$ cat config.mk
export PLATFORM = sky130hd
export DESIGN_NAME = cache_refill_ctrl_flat
export DESIGN_NICKNAME = d
export VERILOG_FILES = /design/src/rtl/cache_refill_ctrl_if.sv /design/src/rtl/cache_refill_ctrl.sv /design/src/flat_wrapper.sv
export SDC_FILE = /design/constraint.sdc
export NUM_CORES = 1
export LEC_CHECK = 0
export ABC_CLOCK_PERIOD_IN_PS = 7600
export CAP_MARGIN = 20
export CORE_ASPECT_RATIO = 1.75
export CORE_UTILIZATION = 42
export DETAILED_ROUTE_END_ITERATION = 7
export MAX_ROUTING_LAYER = met4
export PLACE_DENSITY = 0.79
export SLEW_MARGIN = 15
export SYNTH_ARGS = -nofsm -noshare
export SYNTH_HDL_FRONTEND = slang
export SYNTH_SLANG_ARGS = --single-unit
$ cat constraint.sdc
create_clock -name clk -period 7.6 [get_ports clk]
set_input_delay 1.9 -clock clk [delete_from_list [all_inputs] [get_ports clk]]
set_output_delay 1.9 -clock clk [all_outputs]
set_load 0.02 [all_outputs]
$ cat src/rtl/cache_refill_ctrl_if.sv
`default_nettype none
// ============================================================================
// Module  : cache_refill_ctrl_if
// Brief   : CPU / cache-array / memory signal bundle for cache_refill_ctrl.
// Revision: 1.0 - initial release
// ============================================================================
interface cache_refill_ctrl_if #(
   parameter int ADDR_W = 15,
   parameter int WORD_W = 32,
   parameter int CNT_W  = 16
);
   logic                  cpu_req;
   logic [ADDR_W-1:0]     cpu_addr;
   logic                  cpu_ready;
   logic [WORD_W-1:0]     cpu_rdata;
   logic                  busy;
   logic                  cache_rd;
   logic [ADDR_W-1:0]     cache_addr;
   logic                  cache_hit;
   logic [WORD_W-1:0]     cache_rdata;
   logic                  cache_fill;
   logic [4*WORD_W-1:0]   cache_fill_data;
   logic                  mem_rd;
   logic [ADDR_W-1:0]     mem_addr;
   logic                  mem_ack;
   logic [WORD_W-1:0]     mem_rdata;
   logic [CNT_W-1:0]      hit_cnt;
   logic [CNT_W-1:0]      miss_cnt;

   modport master (
      input  cpu_req, cpu_addr, cache_hit, cache_rdata, mem_ack, mem_rdata,
      output cpu_ready, cpu_rdata, busy, cache_rd, cache_addr, cache_fill,
             cache_fill_data, mem_rd, mem_addr, hit_cnt, miss_cnt
   );

   modport slave (
      output cpu_req, cpu_addr, cache_hit, cache_rdata, mem_ack, mem_rdata,
      input  cpu_ready, cpu_rdata, busy, cache_rd, cache_addr, cache_fill,
             cache_fill_data, mem_rd, mem_addr, hit_cnt, miss_cnt
   );
endinterface
`default_nettype wire

$ cat src/rtl/cache_refill_ctrl.sv
`default_nettype none
// ============================================================================
// Module  : cache_refill_ctrl
// Brief   : Single-outstanding read sequencer: cache lookup, 4-word refill.
// Revision: 1.0 - initial release
// ============================================================================
module cache_refill_ctrl #(
   parameter int ADDR_W = 15,
   parameter int WORD_W = 32,
   parameter int CNT_W  = 16
) (
   input wire                  clk,
   input wire                  rst,
   cache_refill_ctrl_if.master bus
);
   localparam logic [2:0] c_st_idle   = 3'd0;
   localparam logic [2:0] c_st_issue  = 3'd1;
   localparam logic [2:0] c_st_lookup = 3'd2;
   localparam logic [2:0] c_st_fetch  = 3'd3;
   localparam logic [2:0] c_st_gap    = 3'd4;
   localparam logic [2:0] c_st_fill   = 3'd5;
   localparam logic [2:0] c_st_resp   = 3'd6;

   localparam logic [CNT_W-1:0] c_cnt_max = {CNT_W{1'b1}};

   logic [2:0]        r_state;
   logic [ADDR_W-1:0] r_addr;
   logic [1:0]        r_k;
   logic [WORD_W-1:0] r_buf [4];
   logic [WORD_W-1:0] r_rdata;
   logic [CNT_W-1:0]  r_hit_cnt;
   logic [CNT_W-1:0]  r_miss_cnt;

   always_ff @(posedge clk or posedge rst) begin
      if (rst) begin
         r_state    <= c_st_idle;
         r_addr     <= '0;
         r_k        <= '0;
         r_rdata    <= '0;
         r_hit_cnt  <= '0;
         r_miss_cnt <= '0;
         for (int i = 0; i < 4; i++) r_buf[i] <= '0;
      end else begin
         case (r_state)
            c_st_idle: begin
               if (bus.cpu_req) begin
                  r_addr  <= bus.cpu_addr;
                  r_state <= c_st_issue;
               end
            end
            c_st_issue: r_state <= c_st_lookup;
            c_st_lookup: begin
               if (bus.cache_hit) begin
                  r_rdata <= bus.cache_rdata;
                  if (r_hit_cnt != c_cnt_max) r_hit_cnt <= r_hit_cnt + CNT_W'(1);
                  r_state <= c_st_resp;
               end else begin
                  if (r_miss_cnt != c_cnt_max) r_miss_cnt <= r_miss_cnt + CNT_W'(1);
                  r_k     <= 2'd0;
                  r_state <= c_st_fetch;
               end
            end
            c_st_fetch: begin
               if (bus.mem_ack) begin
                  r_buf[r_k] <= bus.mem_rdata;
                  if (r_k == 2'd3) begin
                     r_state <= c_st_fill;
                  end else begin
                     // Word index advances on leaving FETCH so mem_addr only moves during GAP
                     r_k     <= r_k + 2'd1;
                     r_state <= c_st_gap;
                  end
               end
            end
            c_st_gap: r_state <= c_st_fetch;
            c_st_fill: begin
               r_rdata <= r_buf[r_addr[1:0]];
               r_state <= c_st_resp;
            end
            c_st_resp: r_state <= c_st_idle;
            default:   r_state <= c_st_idle;
         endcase
      end
   end

   // Strobes are pure state decodes so an asynchronous reset drops them at once
   assign bus.busy            = (r_state != c_st_idle);
   assign bus.cache_rd        = (r_state == c_st_issue);
   assign bus.mem_rd          = (r_state == c_st_fetch);
   assign bus.cache_fill      = (r_state == c_st_fill);
   assign bus.cpu_ready       = (r_state == c_st_resp);
   assign bus.cpu_rdata       = r_rdata;
   assign bus.cache_addr      = r_addr;
   assign bus.mem_addr        = {r_addr[ADDR_W-1:2], r_k};
   assign bus.cache_fill_data = {r_buf[3], r_buf[2], r_buf[1], r_buf[0]};
   assign bus.hit_cnt         = r_hit_cnt;
   assign bus.miss_cnt        = r_miss_cnt;
endmodule
`default_nettype wire

$ cat src/flat_wrapper.sv
// flat-port wrapper written by rule: the top's interface ports become plain ports
module cache_refill_ctrl_flat 
#(
   parameter int ADDR_W = 15,
   parameter int WORD_W = 32,
   parameter int CNT_W  = 16
)
  (clk, rst, bus_cpu_req, bus_cpu_addr, bus_cache_hit, bus_cache_rdata, bus_mem_ack, bus_mem_rdata, bus_cpu_ready, bus_cpu_rdata, bus_busy, bus_cache_rd, bus_cache_addr, bus_cache_fill, bus_cache_fill_data, bus_mem_rd, bus_mem_addr, bus_hit_cnt, bus_miss_cnt);
  cache_refill_ctrl_if #(.ADDR_W(ADDR_W), .WORD_W(WORD_W), .CNT_W(CNT_W)) bus_i ();
  input wire clk;
  input wire rst;
  input wire logic [$bits(bus_i.cpu_req)-1:0] bus_cpu_req;
  input wire logic [$bits(bus_i.cpu_addr)-1:0] bus_cpu_addr;
  input wire logic [$bits(bus_i.cache_hit)-1:0] bus_cache_hit;
  input wire logic [$bits(bus_i.cache_rdata)-1:0] bus_cache_rdata;
  input wire logic [$bits(bus_i.mem_ack)-1:0] bus_mem_ack;
  input wire logic [$bits(bus_i.mem_rdata)-1:0] bus_mem_rdata;
  output wire logic [$bits(bus_i.cpu_ready)-1:0] bus_cpu_ready;
  output wire logic [$bits(bus_i.cpu_rdata)-1:0] bus_cpu_rdata;
  output wire logic [$bits(bus_i.busy)-1:0] bus_busy;
  output wire logic [$bits(bus_i.cache_rd)-1:0] bus_cache_rd;
  output wire logic [$bits(bus_i.cache_addr)-1:0] bus_cache_addr;
  output wire logic [$bits(bus_i.cache_fill)-1:0] bus_cache_fill;
  output wire logic [$bits(bus_i.cache_fill_data)-1:0] bus_cache_fill_data;
  output wire logic [$bits(bus_i.mem_rd)-1:0] bus_mem_rd;
  output wire logic [$bits(bus_i.mem_addr)-1:0] bus_mem_addr;
  output wire logic [$bits(bus_i.hit_cnt)-1:0] bus_hit_cnt;
  output wire logic [$bits(bus_i.miss_cnt)-1:0] bus_miss_cnt;
  assign bus_i.cpu_req = bus_cpu_req;
  assign bus_i.cpu_addr = bus_cpu_addr;
  assign bus_i.cache_hit = bus_cache_hit;
  assign bus_i.cache_rdata = bus_cache_rdata;
  assign bus_i.mem_ack = bus_mem_ack;
  assign bus_i.mem_rdata = bus_mem_rdata;
  assign bus_cpu_ready = bus_i.cpu_ready;
  assign bus_cpu_rdata = bus_i.cpu_rdata;
  assign bus_busy = bus_i.busy;
  assign bus_cache_rd = bus_i.cache_rd;
  assign bus_cache_addr = bus_i.cache_addr;
  assign bus_cache_fill = bus_i.cache_fill;
  assign bus_cache_fill_data = bus_i.cache_fill_data;
  assign bus_mem_rd = bus_i.mem_rd;
  assign bus_mem_addr = bus_i.mem_addr;
  assign bus_hit_cnt = bus_i.hit_cnt;
  assign bus_miss_cnt = bus_i.miss_cnt;
  cache_refill_ctrl #(.ADDR_W(ADDR_W), .WORD_W(WORD_W), .CNT_W(CNT_W)) u_core (.clk(clk), .rst(rst), .bus(bus_i));
endmodule
==> flow_summary_export.csv <==
group,metric,value,unit
worst_setup_path,cp-startpoint,"u_core.r_state[2]$_DFFE_PP0P_",
worst_setup_path,critical_path.max_fanout,65,
worst_setup_path,worstSetupPathType,"reg2out",
worst_setup_path,crit_family,"buffers and inverters",
detailed_routing,vias,7148,
power,leakage,5.977,nW
yosys,synth_warnings,0,
layout,drive_gt1_share,21.94,%
sta,grt_setup_unrepaired,"false",
placement,place.gp.congestion,0.8658,
floorplan,pin_count,311,
clocking,cts_made_buffers,21,
sta,post-route-period-util,59.16,%
sta,fin_skew,0.01288,ns
clocking,postCtsSetupRepairBufs,0,
sta,setup_violations,0,
worst_setup_path,cp-start-kind,"flop",
detailed_routing,avgViaCountPerCell,5.423,
worst_setup_path,cp.depth,5,
outcome,status,"complete, no violations",
job,max_cap_viol_count,0,
global_routing,antenna_found_initial,1,
floorplan,die_y,201.8,um
worst_setup_path,crit_buf_inv,3,
clocking,htreeDepth,1,
detailed_routing,post_drt_wl_per_cell,20.84,um
global_routing,grt_max_degree,119,
detailed_routing,firstDrtPassIters,5,
layout,areaGrowthSynthToFinish,41.94,%
power,pwr_density_cell,406.1,nW/um2
floorplan,start_util,43.04,%
floorplan,floorplan.rows,72,
hold_path,min_path_type,"reg2reg",
global_routing,grt.busiest_layer,"met2",
sta,tns,0,ns
layout,final_common_cell,"clkdlybuf4s50_1",
layout,multi_input_area,3971,um2
sta,max_slew_margin,31.66,%
yosys,synth_area,9577,um2
global_routing,grt_pass1_vias,7597,
clocking,clock_latency,0.49,ns
detailed_routing,drt-total-wl,27.47,mm
worst_setup_path,worstPathArrival,2.60,ns
detailed_routing,drc,0,
global_routing,grt_first_pass_wirelength,42.81,mm
worst_setup_path,cp.required,5.70,ns
yosys,synth_cells,722,
placement,hpwl,18.93,mm
worst_setup_path,r2r_cells,4,
floorplan,fp.dieW,116.1,um
yosys,avgSynthCellArea,13.26,um2
layout,fillers,1758,
clocking,tritoncts,"built",
clocking,ctsResizeCount,0,
sta,fin_crit,4.497,ns
yosys,yosysUniqueCellTypes,49,
worst_setup_path,crit_path_end_kind,"output pin",
worst_setup_path,regToRegStartpoint,"u_core.r_state[1]$_DFFE_PP0P_",
detailed_routing,antenna_left,0,
floorplan,dieArea,23430,um2
global_routing,grt_use_total,24.60,%
worst_setup_path,ff2ff_setup_slack,5.08,ns
worst_setup_path,crit_chain,"nor2b_1 -> nand2_2 -> buf_4 -> inv_1 -> clkdlybuf4s50_1",
sta,finalMaxSlewViolations,0,
yosys,async_flop_share,100.0,%
placement,place_inst,1280,
floorplan,core,22250,um2
layout,seq_area,5308,um2
clocking,cts_sinks,212,
worst_setup_path,r2r-end,"u_core.bus.cache_fill_data[94]$_DFFE_PP0P_",
layout,final_util,61.09,%
sta,clock.fmax,222.4,MHz
detailed_routing,dr.first_iter.drc_count,412,
global_routing,grt-ovfl-total,0,
clocking,path_clk_slew,0.06,ns
placement,numPortBuffers,310,
worst_setup_path,slowest_delay,0.61,ns
yosys,synth_edf_count,0,
yosys,synthFlopType,"dfrtp_1",
yosys,ys_seq_elements,212,
layout,final_cell_mix,"clkdlybuf4s50_1 (310), dfrtp_1 (210), mux2_2 (132)",
yosys,synth_nets,812,
worst_setup_path,crit_end,"bus_cache_fill",
global_routing,met2_usage,42.69,%
worst_setup_path,cp_slowest_cell,"buf_4",
layout,final_nets,1097,
clocking,clockBufferDepth,3,
clocking,cts_hold_buffers,0,
clocking,clockRootBuffer,"clkbuf_16",
global_routing,grt_util_met3,2.681,%
layout,instances_no_fill,1318,
power,peakVddDrop,0.3543,mV
global_routing,grtUsageMet1,27.79,%
yosys,synth-seq-area-share,55.40,%
sta,finalHoldViolCount,0,
sta,worst_pin_slew,1.025,ns
hold_path,hold_path_startpoint,"u_core.bus.miss_cnt[7]$_DFFE_PP0P_",
layer usage:
layer,wire (um),vias to the layer above
met3,1179,69
met1,10070,3669
met2,14930,249
li1,-,3161
met5,0,-
met4,1298,0
worst min path at each step:
stage	endpoint	cells after the start
after floorplan	u_core.r_state[1]$_DFFE_PP0P_	2
after global placement	u_core.bus.hit_cnt[14]$_DFFE_PP0P_	1
after detailed placement	u_core.bus.hit_cnt[14]$_DFFE_PP0P_	1
after CTS	u_core.bus.hit_cnt[14]$_DFFE_PP0P_	1
after global routing	u_core.bus.hit_cnt[14]$_DFFE_PP0P_	1
final	u_core.bus.miss_cnt[7]$_DFFE_PP0P_	1
registers in the layout (all words and copies together), names as in the netlist:
register and flops:
u_core.r_state 3, u_core.bus.cache_addr 15, u_core.bus.hit_cnt 16, u_core.r_k 2
u_core.bus.cache_fill_data 128, u_core.bus.miss_cnt 16, u_core.bus.cpu_rdata 32
synth_stat cells (13+ instances only):
library cell  count  area share, %
nor2_1           39            1.5
nand2_1          71            2.8
mux2_2          132             16
mux2_1           14            1.6
clkbuf_1         16           0.63
buf_2            21            1.1
buf_4            13            1.0
dfrtp_1         212             55
xnor2_1          13            1.2
a31oi_1          33            2.2
mux4_2           32            7.5
through the flow:
stage          total power [mW]  setup slack [ns]  instance area, um2  hold slack (ns)
3_3_place_gp              4.378             3.417               12850           0.4951
3_5_place_dp              4.436             3.364               12850           0.4954
5_1_grt                   5.771             2.960               13590           0.5223
4_1_cts                   5.574             3.092               13590           0.5107
6_report                  5.520             3.103               13590           0.5081
2_1_floorplan             3.257             2.944                9580           0.5733
worst register-to-register path, cell delays in order, from the launching register on:
cell,delay (ns)
dfrtp_1,0.59
nand3b_1,0.24
nor2_1,0.38
nand2_2,0.64
mux2_1,0.55
final cells by class:
class,instances,area share (%)
Sequential cell,212,39.05
Antenna cell,1,0.01841
Tap cell,296,2.725
Multi-Input combinational cell,446,29.22
Inverter,10,0.3038
Clock inverter,7,0.8100
Timing Repair Buffer,316,23.25
Clock buffer,30,4.630
cells by family (layout without fill, tap and decap cells):
family                   count (synthesis)  count (layout)  share of synthesized area (%)
flip-flops                             212             212                          55.40
multiplexers                           178             178                          24.69
AND/OR/NAND/NOR                        174             174                          9.329
AO/OA/AOI/OAI                           64              64                          4.233
buffers and inverters                   64             363                          3.371
XOR/XNOR                                24              24                          2.195
adder cells (fa/ha/maj)                  6               6                         0.7839
other                                    0               1                              0
where the power goes:
group,leakage [nW],total (mW),internal [mW],switching [mW]
Sequential,2.74,1.92,1.52,0.399
Combinational,2.87,2.49,1.30,1.19
Clock,0.370,1.11,0.676,0.432
(Power assumes the default switching activity.)
